===== config.mk =====
export PLATFORM = sky130hd
export DESIGN_NAME = cpu_param_flat
export DESIGN_NICKNAME = d
export VERILOG_FILES = /design/src/rtl/cpu_param_pkg.sv /design/src/rtl/cpu_param_if.sv /design/src/rtl/cpu_param_regfile.sv /design/src/rtl/cpu_param.sv /design/src/flat_wrapper.sv
export SDC_FILE = /design/constraint.sdc
export NUM_CORES = 1
export LEC_CHECK = 0
export BUFFER_PORTS_ARGS = -buffer_cell sky130_fd_sc_hd__buf_4
export CORE_MARGIN = 2
export CORE_UTILIZATION = 50
export CTS_CLUSTER_DIAMETER = 40
export DETAILED_ROUTE_END_ITERATION = 12
export HOLD_SLACK_MARGIN = 0.12
export PLACE_DENSITY = 0.65
export SKIP_LAST_GASP = 1
export SLEW_MARGIN = 20
export SYNTH_ARGS = -nofsm -noshare
export SYNTH_HDL_FRONTEND = slang
export SYNTH_SLANG_ARGS = --single-unit

===== constraint.sdc =====
create_clock -name clk -period 8.5 [get_ports clk]
set_clock_uncertainty 0.15 [all_clocks]
set_input_delay 2.55 -clock clk [delete_from_list [all_inputs] [get_ports clk]]
set_output_delay 2.55 -clock clk [all_outputs]
set_load 0.05 [all_outputs]

===== src/rtl/cpu_param_pkg.sv =====
// cpu_param_pkg: shared constants for the cpu_param slice.
//   state_t  : FSM state encoding
//   OPC_* / OP_* : opcode (IR[15:13]) and sub-op (IR[12:11]) codes
//   SH_*     : B-operand shift codes (IR[4:3])
package cpu_param_pkg;

  typedef enum logic [2:0] {
    S_WAIT,
    S_DECODE,
    S_GET_A,
    S_GET_B,
    S_EXEC,
    S_WRITE_IMM,
    S_WRITE
  } state_t;

  localparam logic [2:0] OPC_MOV = 3'b110;
  localparam logic [2:0] OPC_ALU = 3'b101;

  // sub-ops under OPC_MOV
  localparam logic [1:0] OP_MOV_REG = 2'b00;
  localparam logic [1:0] OP_MOV_IMM = 2'b10;

  // sub-ops under OPC_ALU
  localparam logic [1:0] OP_ADD = 2'b00;
  localparam logic [1:0] OP_CMP = 2'b01;
  localparam logic [1:0] OP_AND = 2'b10;
  localparam logic [1:0] OP_MVN = 2'b11;

  localparam logic [1:0] SH_NONE = 2'b00;
  localparam logic [1:0] SH_LSL  = 2'b01;
  localparam logic [1:0] SH_LSR  = 2'b10;
  localparam logic [1:0] SH_ASR  = 2'b11;

endpackage


===== src/rtl/cpu_param_if.sv =====
// cpu_param_if: control/data bundle between the CPU and its driver.
//   s, load, in       : start, IR-load strobe, 16-bit instruction word
//   out, N, V, Z, w   : result register C, status flags, idle/ready
// master = driver side, slave = cpu_param side.
interface cpu_param_if #(parameter int unsigned DATA_W = 16);
  logic              s;
  logic              load;
  logic [15:0]       in;
  logic [DATA_W-1:0] out;
  logic              N;
  logic              V;
  logic              Z;
  logic              w;

  modport master (output s, load, in, input out, N, V, Z, w);
  modport slave  (input s, load, in, output out, N, V, Z, w);
endinterface


===== src/rtl/cpu_param_regfile.sv =====
// cpu_param_regfile: NREG x DATA_W register storage.
//   clk, reset          : clock, synchronous active-high clear of all registers
//   we, waddr, wdata    : single write port
//   raddr_a/rdata_a,
//   raddr_b/rdata_b     : two combinational read ports
// Addresses >= NREG read as zero and ignore writes.
module cpu_param_regfile
  import cpu_param_pkg::*;
#(
  parameter int unsigned DATA_W = 16,
  parameter int unsigned NREG   = 8
) (
  input  logic              clk,
  input  logic              reset,
  input  logic              we,
  input  logic [2:0]        waddr,
  input  logic [DATA_W-1:0] wdata,
  input  logic [2:0]        raddr_a,
  input  logic [2:0]        raddr_b,
  output logic [DATA_W-1:0] rdata_a,
  output logic [DATA_W-1:0] rdata_b
);

  localparam logic [3:0] NREG_L = 4'(NREG);

  logic [DATA_W-1:0] regs [NREG];

  always_ff @(posedge clk) begin
    if (reset) begin
      for (int unsigned i = 0; i < NREG; i++) regs[i] <= '0;
    end else if (we && ({1'b0, waddr} < NREG_L)) begin
      regs[waddr] <= wdata;
    end
  end

  assign rdata_a = ({1'b0, raddr_a} < NREG_L) ? regs[raddr_a] : '0;
  assign rdata_b = ({1'b0, raddr_b} < NREG_L) ? regs[raddr_b] : '0;

endmodule


===== src/rtl/cpu_param.sv =====
// cpu_param: multi-cycle 16-bit-instruction CPU with parameterised datapath.
//   clk   : clock, all state on rising edge
//   reset : synchronous active-high reset
//   bus   : cpu_param_if.slave (s, load, in -> out, N, V, Z, w)
// Optional build macro CPU_SAT_ADD_EN: ADD saturates on signed overflow
// instead of wrapping (CMP always wraps).
module cpu_param
  import cpu_param_pkg::*;
#(
  parameter int unsigned DATA_W = 16,
  parameter int unsigned NREG   = 8
) (
  input  logic         clk,
  input  logic         reset,
  cpu_param_if.slave   bus
);

  state_t state, next_state;

  logic [15:0]       ir;
  logic [DATA_W-1:0] a_reg, b_reg, c_reg;
  logic              n_flag, v_flag, z_flag;

  logic [2:0] opcode, rn, rd, rm;
  logic [1:0] op, sh;
  assign opcode = ir[15:13];
  assign op     = ir[12:11];
  assign rn     = ir[10:8];
  assign rd     = ir[7:5];
  assign sh     = ir[4:3];
  assign rm     = ir[2:0];

  logic is_mov_imm, is_mov_reg, is_alu, is_cmp, is_mvn;
  assign is_mov_imm = (opcode == OPC_MOV) && (op == OP_MOV_IMM);
  assign is_mov_reg = (opcode == OPC_MOV) && (op == OP_MOV_REG);
  assign is_alu     = (opcode == OPC_ALU);
  assign is_cmp     = is_alu && (op == OP_CMP);
  assign is_mvn     = is_alu && (op == OP_MVN);

  logic [DATA_W-1:0] rd_a, rd_b, imm_sext;
  logic              rf_we;
  logic [2:0]        rf_waddr;
  logic [DATA_W-1:0] rf_wdata;

  assign imm_sext = {{(DATA_W-8){ir[7]}}, ir[7:0]};
  assign rf_we    = (state == S_WRITE_IMM) || (state == S_WRITE);
  assign rf_waddr = (state == S_WRITE_IMM) ? rn : rd;
  assign rf_wdata = (state == S_WRITE_IMM) ? imm_sext : c_reg;

  cpu_param_regfile #(
    .DATA_W (DATA_W),
    .NREG   (NREG)
  ) u_regfile (
    .clk     (clk),
    .reset   (reset),
    .we      (rf_we),
    .waddr   (rf_waddr),
    .wdata   (rf_wdata),
    .raddr_a (rn),
    .raddr_b (rm),
    .rdata_a (rd_a),
    .rdata_b (rd_b)
  );

  // shifter and ALU
  logic [DATA_W-1:0] b_sh, sum, diff, add_res, alu_res;
  logic              sub_ovf;

  always_comb begin
    b_sh = b_reg;
    unique case (sh)
      SH_NONE: b_sh = b_reg;
      SH_LSL:  b_sh = {b_reg[DATA_W-2:0], 1'b0};
      SH_LSR:  b_sh = {1'b0, b_reg[DATA_W-1:1]};
      SH_ASR:  b_sh = {b_reg[DATA_W-1], b_reg[DATA_W-1:1]};
    endcase
  end

  assign sum     = a_reg + b_sh;
  assign diff    = a_reg - b_sh;
  assign sub_ovf = (a_reg[DATA_W-1] != b_sh[DATA_W-1]) && (diff[DATA_W-1] != a_reg[DATA_W-1]);

`ifdef CPU_SAT_ADD_EN
  logic add_ovf;
  assign add_ovf = (a_reg[DATA_W-1] == b_sh[DATA_W-1]) && (sum[DATA_W-1] != a_reg[DATA_W-1]);
  // both operands share a sign on overflow, so a's MSB picks the rail
  assign add_res = !add_ovf       ? sum :
                   a_reg[DATA_W-1] ? {1'b1, {(DATA_W-1){1'b0}}} :
                                     {1'b0, {(DATA_W-1){1'b1}}};
`else
  assign add_res = sum;
`endif

  always_comb begin
    alu_res = b_sh;
    if (is_alu) begin
      unique case (op)
        OP_ADD:  alu_res = add_res;
        OP_AND:  alu_res = a_reg & b_sh;
        OP_MVN:  alu_res = ~b_sh;
        default: alu_res = diff;
      endcase
    end
  end

  // FSM
  always_ff @(posedge clk) begin
    if (reset) state <= S_WAIT;
    else       state <= next_state;
  end

  always_comb begin
    next_state = state;
    bus.w      = 1'b0;
    unique case (state)
      S_WAIT: begin
        bus.w = 1'b1;
        if (bus.s) next_state = S_DECODE;
      end
      S_DECODE: begin
        if (is_mov_imm)                next_state = S_WRITE_IMM;
        else if (is_mov_reg || is_mvn) next_state = S_GET_B;
        else if (is_alu)               next_state = S_GET_A;
        else                           next_state = S_WAIT;
      end
      S_GET_A:     next_state = S_GET_B;
      S_GET_B:     next_state = S_EXEC;
      S_EXEC:      next_state = is_cmp ? S_WAIT : S_WRITE;
      S_WRITE_IMM: next_state = S_WAIT;
      S_WRITE:     next_state = S_WAIT;
      default:     next_state = S_WAIT;
    endcase
  end

  // datapath registers
  always_ff @(posedge clk) begin
    if (reset) begin
      ir     <= '0;
      a_reg  <= '0;
      b_reg  <= '0;
      c_reg  <= '0;
      n_flag <= 1'b0;
      v_flag <= 1'b0;
      z_flag <= 1'b0;
    end else begin
      if (state == S_WAIT && bus.load) ir <= bus.in;
      if (state == S_GET_A) a_reg <= rd_a;
      if (state == S_GET_B) b_reg <= rd_b;
      if (state == S_EXEC) begin
        if (is_cmp) begin
          n_flag <= diff[DATA_W-1];
          z_flag <= (diff == '0);
          v_flag <= sub_ovf;
        end else begin
          c_reg <= alu_res;
        end
      end
    end
  end

  assign bus.out = c_reg;
  assign bus.N   = n_flag;
  assign bus.V   = v_flag;
  assign bus.Z   = z_flag;

endmodule


===== src/flat_wrapper.sv =====
// flat-port wrapper written by rule: the top's interface ports become plain ports
module cpu_param_flat import cpu_param_pkg::*;
#(
  parameter int unsigned DATA_W = 16,
  parameter int unsigned NREG   = 8
)
  (clk, reset, bus_s, bus_load, bus_in, bus_out, bus_N, bus_V, bus_Z, bus_w);
  cpu_param_if #(.DATA_W(DATA_W)) bus_i ();
  input  logic clk;
  input  logic reset;
  input wire logic [$bits(bus_i.s)-1:0] bus_s;
  input wire logic [$bits(bus_i.load)-1:0] bus_load;
  input wire logic [$bits(bus_i.in)-1:0] bus_in;
  output wire logic [$bits(bus_i.out)-1:0] bus_out;
  output wire logic [$bits(bus_i.N)-1:0] bus_N;
  output wire logic [$bits(bus_i.V)-1:0] bus_V;
  output wire logic [$bits(bus_i.Z)-1:0] bus_Z;
  output wire logic [$bits(bus_i.w)-1:0] bus_w;
  assign bus_i.s = bus_s;
  assign bus_i.load = bus_load;
  assign bus_i.in = bus_in;
  assign bus_out = bus_i.out;
  assign bus_N = bus_i.N;
  assign bus_V = bus_i.V;
  assign bus_Z = bus_i.Z;
  assign bus_w = bus_i.w;
  cpu_param #(.DATA_W(DATA_W), .NREG(NREG)) u_core (.clk(clk), .reset(reset), .bus(bus_i));
endmodule

# Word-level counts from Yosys, hierarchy flattened
# Memories as Yosys holds them, arrays and structs flattened. A register that Yosys moved wholly into a read port is not among the register bits.
# Cells that the tools add are included.
totals:
  regBits: 38
  latch_bits: 0
  mem_bits_rw: 128
  rom_bits: 0
  output_inout_bits: 20
  wordCells: 64
  memories: 1
mem_list:
  columns: ["memory", "depth", "word_bits", "rd", "rd_clocked_by_memory_dff", "wr", "line_no", "source"]
  rows:
  - ["u_core.u_regfile.regs", 8, 16, 2, 2, 8, "cpu_param_regfile.sv:26", "logic [DATA_W-1:0] regs [NREG];"]
op_classes:
  n_addsub: 2
  mul: 0
  div_mod_pow: 0
  magnitude_cmp: 0
  eq_ne: 17
  n_shift: 0
  muxes: 20
  bitwise: 3
  reduce_logical: 15
ops:
  columns: ["op", "n"]
  rows:
  - ["case mux 16 bit (4 select lines)", 1]
  - ["two-way mux 16 bit", 3]
  - ["case mux 16 bit (3 select lines)", 1]
  - ["two-way mux 3 bit", 6]
  - ["adder 16 bit", 1]
  - ["AND 16 bit", 1]
  - ["zero test 16 bit", 1]
  - ["inverter 16 bit", 1]
  - ["OR reduction 16 bit", 1]
  - ["subtractor 16 bit", 1]
  - ["== test 3 bit (second input constant)", 5]
  - ["case mux 3 bit (5 select lines)", 1]
  - ["== test 2 bit (second input constant)", 4]
  - ["two-way mux 1 bit", 7]
  - ["== test 3 x 2 -> 1 bit (second input constant)", 2]
  - ["logical AND 1 bit", 6]
  - ["== test 2 x 1 -> 1 bit (second input constant)", 2]
  - ["zero test 2 bit", 2]
  - ["AND reduction 2 bit", 2]
  - ["== test 3 x 1 -> 1 bit (second input constant)", 1]
  - ["zero test 3 bit", 1]
  - ["logical OR 1 bit", 2]
  - ["two-way mux 2 bit", 1]
  - ["!= test 1 bit", 2]
  - ["other kinds (2)", 2]

# Longest topological paths before layout
depth:
  depth_word: 7
  mapped_depth: 16
  ltp_nobuf: 13

# Modules after synthesis
# Synthesis repeated with hierarchy kept, for this count alone.
hier_totals:
  cells_unflattened: 1165
  hier_area_um2: 12221.7
by_module_without_submodules:
  columns: ["module", "instances", "cells_each", "area_per_inst_um2", "seq_area_each_um2"]
  rows:
  - ["cpu_param_regfile", 1, 430, 6910.4, 3843.7]
  - ["cpu_param", 1, 735, 5311.3, 1401.3]

# Worst setup path before layout
# OpenSTA, ideal clock, no wires.
synth_path:
  kind: "input -> register"
  from: "input port reset"
  to: "register u_core.z_flag (netlist: u_core.bus.Z)"
  setup_ps: 59
  arrival_time_ps: 4059
  required_time_ps: 8291
  setup_slack_ps: 4232
  path_stages: 8
  n_path_buf: 1
  cell_sequence: "clkbuf_1 > nand4b_1 > a211oi_1 > o311a_1 > nand4_1 > a2111o_1 > or4_1 > nand2_1"
synth_lines:
  columns: ["item", "line_no", "source"]
  rows:
  - ["start, declared", "flat_wrapper.sv:10", "input logic reset;"]
  - ["end signal, assigned", "cpu_param.sv:152", "z_flag <= (diff == '0);"]
  - ["end, declared", "cpu_param.sv:22", "logic n_flag, v_flag, z_flag;"]

==> results.sh <==
export IMPL_post_place_ws_ns=3.42
export IMPL_dp_hpwl_mm=23.0
export IMPL_report_final_slew_viol_count=0
export IMPL_slew_headroom_pct=21.2
export IMPL_post_cts_resized=0
export IMPL_min_period_over_period_pct=54.3
export IMPL_max_freq_mhz=217
export IMPL_avgSynthCellArea_um2=10.5
export IMPL_die_y_um=155
export IMPL_regMostFlops="u_core.u_regfile.regs"
export IMPL_core_area_um2=22600
export IMPL_pwr_density_cell_nw_per_um2=168
export IMPL_cts_sinks=198
export IMPL_grt_usage_pct=27.0
export IMPL_cp_max_fo=21
export IMPL_p_int_w=0.00156
export IMPL_fin_nets=1130
export IMPL_fin_setup_tns_ns=0
export IMPL_drc=0
export IMPL_synth_area_top_cells="edfxtp_1 34%, mux4_2 13%, dfxtp_1 12%"
export IMPL_overflow=0
export IMPL_rsz0062_at_grt="no"
export IMPL_io_buffers=39
export IMPL_wl_per_cell_um=23.1
export IMPL_layout_common_cells="215 x nor2_1, 128 x edfxtp_1, 80 x nand2_1, 68 x dfxtp_1, 66 x mux4_2"
export IMPL_p_total_w=0.00211
export IMPL_cts_buffer_depth=2
export IMPL_antenna_found_initial=0
export IMPL_netlist_instances=1086
export IMPL_grt_pass1_wl_mm=48.3
export IMPL_start_kind="input port"
export IMPL_async_flop_share_pct=0
export IMPL_required_ns=8.42
export IMPL_postRouteAntennaNets=0
export IMPL_worstReg2RegEnd="u_core.bus.Z"
export IMPL_post_route_min_period_ns=4.62
export IMPL_numCtsBuffers=17
export IMPL_yosysWarnings=0
export IMPL_synth_seq_area_share_pct=45.8
export IMPL_critical_path_arrival_ns=4.54
export IMPL_reg2reg_depth=11
export IMPL_clock_latency_ns=0.45
export IMPL_synth_edf_count=128
export IMPL_ff2ff_setup_slack_ns=4.00
export IMPL_drt_total_wl_mm=31.7
export IMPL_grt_max_degree=62
export IMPL_vias=8624
export IMPL_p_sw_share_pct=26.1
export IMPL_crit_start="reset"
export IMPL_area_growth_pct=9.61
export IMPL_finalSetupViolCount=0
export IMPL_holdWs_ns=0.330
export IMPL_cts_root_buf="clkbuf_16"
export IMPL_grt_pass1_vias=8087
export IMPL_antenna_cells=0
export IMPL_fp_dieW_um=155
export IMPL_synth_top_area_share_pct=33.6
export IMPL_p_seq_share_pct=51.0
export IMPL_min_from="u_core.ir[13]"
export IMPL_run_status="completed"
export IMPL_synth_cell_area_um2=11400
export IMPL_ir_worst_vdd_v=0.000134
export IMPL_setup_slack_ns=3.88
export IMPL_io_pin_count=40
export IMPL_gp_congestion=0.900
export IMPL_p_leak_nw=4.13
export IMPL_rows=55
export IMPL_syn_num_nets=1142
export IMPL_ys_flop_type="edfxtp_1"
export IMPL_cp_end_kind="register"
export IMPL_synth_area_leader_cell="edfxtp_1"
export IMPL_hold_viol=0
export IMPL_holdPathStages=2
export IMPL_drtIter0Drc=1087
export IMPL_cts_tree="done"
export IMPL_dieArea_um2=24100
export IMPL_worst_hold_path_endpoint="u_core.ir[13]"
export IMPL_drt_vias_per_instance=6.29
export IMPL_start_util_pct=50.7
export IMPL_combPwrFrac_pct=8.1
export IMPL_ys_ff_latch=198
export IMPL_clk_pin_slew_ns=0.08
export IMPL_worstHoldPathType="register to register"
export IMPL_layout_cells_most_common="nor2_1"
export IMPL_switchingPower_w=0.000551
export IMPL_htreeDepth=4
export IMPL_largest_reg_flops=128
export IMPL_hold_buffers=0
export IMPL_power_frac_clock_pct=40.9
export IMPL_critical_path_class="input port to register"
export IMPL_ys_types=68
export IMPL_dr_pass1_iters=5
export IMPL_drive_gt1_share_pct=16.0
export IMPL_reg2reg_from="u_core.ir[3]"
export IMPL_postCtsSetupRepairBufs=0
export IMPL_tightest_slew_ns=1.15
export IMPL_maxCapViolCount=0
power groups by stage:
stage | sequential [W] | combinational [W] | clock (W)
finish | 0.00108 | 0.000172 | 0.000863
floorplan | 0.00108 | 0.000131 | 0
CTS | 0.00107 | 0.000171 | 0.000872
global route | 0.00108 | 0.000181 | 0.000910
global placement | 0.00110 | 0.000169 | 0
detailed placement | 0.00110 | 0.000170 | 0
worst max-delay path by stage:
stage	to	slack, ns	depth (start not counted)
5_1_grt	u_core.u_regfile.regs[5][3]	3.70	4
3_3_place_gp	u_core.u_regfile.regs[5][3]	3.56	4
3_5_place_dp	u_core.u_regfile.regs[5][1]	3.42	4
4_1_cts	u_core.u_regfile.regs[5][3]	3.93	4
2_1_floorplan	u_core.bus.Z	4.23	8
6_report	u_core.u_regfile.regs[5][5]	3.88	4
critical path, cell delays in order:
cell      delay (ns)
buf_4           0.20
nor3b_1         0.54
nand2_1         0.51
nand2b_1        0.72
area by class of cell:
cell class | count | area (um2)
flip-flops and latches | 198 | 5250
clock buffers | 17 | 425
clock inverters | 15 | 213
multi-input cells | 774 | 5800
repair buffers | 51 | 383
well taps | 285 | 357
inverters | 32 | 120
fillers | 1951 | 10000
through the flow:
stage | std cells | area, um2 | utilization, %
6_report | 1372 | 12500 | 55.6
5_1_grt | 1372 | 12500 | 55.6
4_1_cts | 1371 | 12500 | 55.4
3_5_place_dp | 1339 | 11900 | 52.6
3_3_place_gp | 1339 | 11900 | 52.6
2_1_floorplan | 1086 | 11400 | -
routing by layer:
metal	part of all wire, %	global-route usage [%]	vias to the layer above
met2	44	40.0	437
met3	10	5.13	57
met4	3.8	10.7	0
met5	0	0	-
met1	42	39.5	4152
li1	-	-	3978
synthesized netlist by cell type, types with 3 or more instances:
master and number:
or3_1 4, nor2_1 217, o31ai_1 3, dfxtp_1 70
ha_1 34, a221oi_1 4, nand4_1 4, o21bai_1 3
o22ai_1 8, mux4_2 66, buf_1 13, a21oi_1 63
o21ai_0 38, nand2b_1 18, a211oi_1 50, a31oi_1 7
xnor2_1 12, nand3b_1 5, o221ai_1 4, and2_1 3
a21o_1 4, nand3_1 3, nor3b_1 6, xor2_1 6
nand2_1 80, o211ai_1 4, buf_2 6, clkbuf_1 62
nor2b_1 8, mux2i_1 54, inv_1 32, nor3_1 19
edfxtp_1 128
logic make-up (layout without fill, tap and decap cells):
group,Yosys count,count (layout),synth area share (%)
simple gates,379,379,14.2
mux,122,122,17.9
flops,198,198,45.8
buf+inv,114,115,3.87
compound gates,219,219,12.7
fa+ha+maj,36,36,4.07
xor+xnor,18,18,1.38
(Power assumes the default switching activity.)
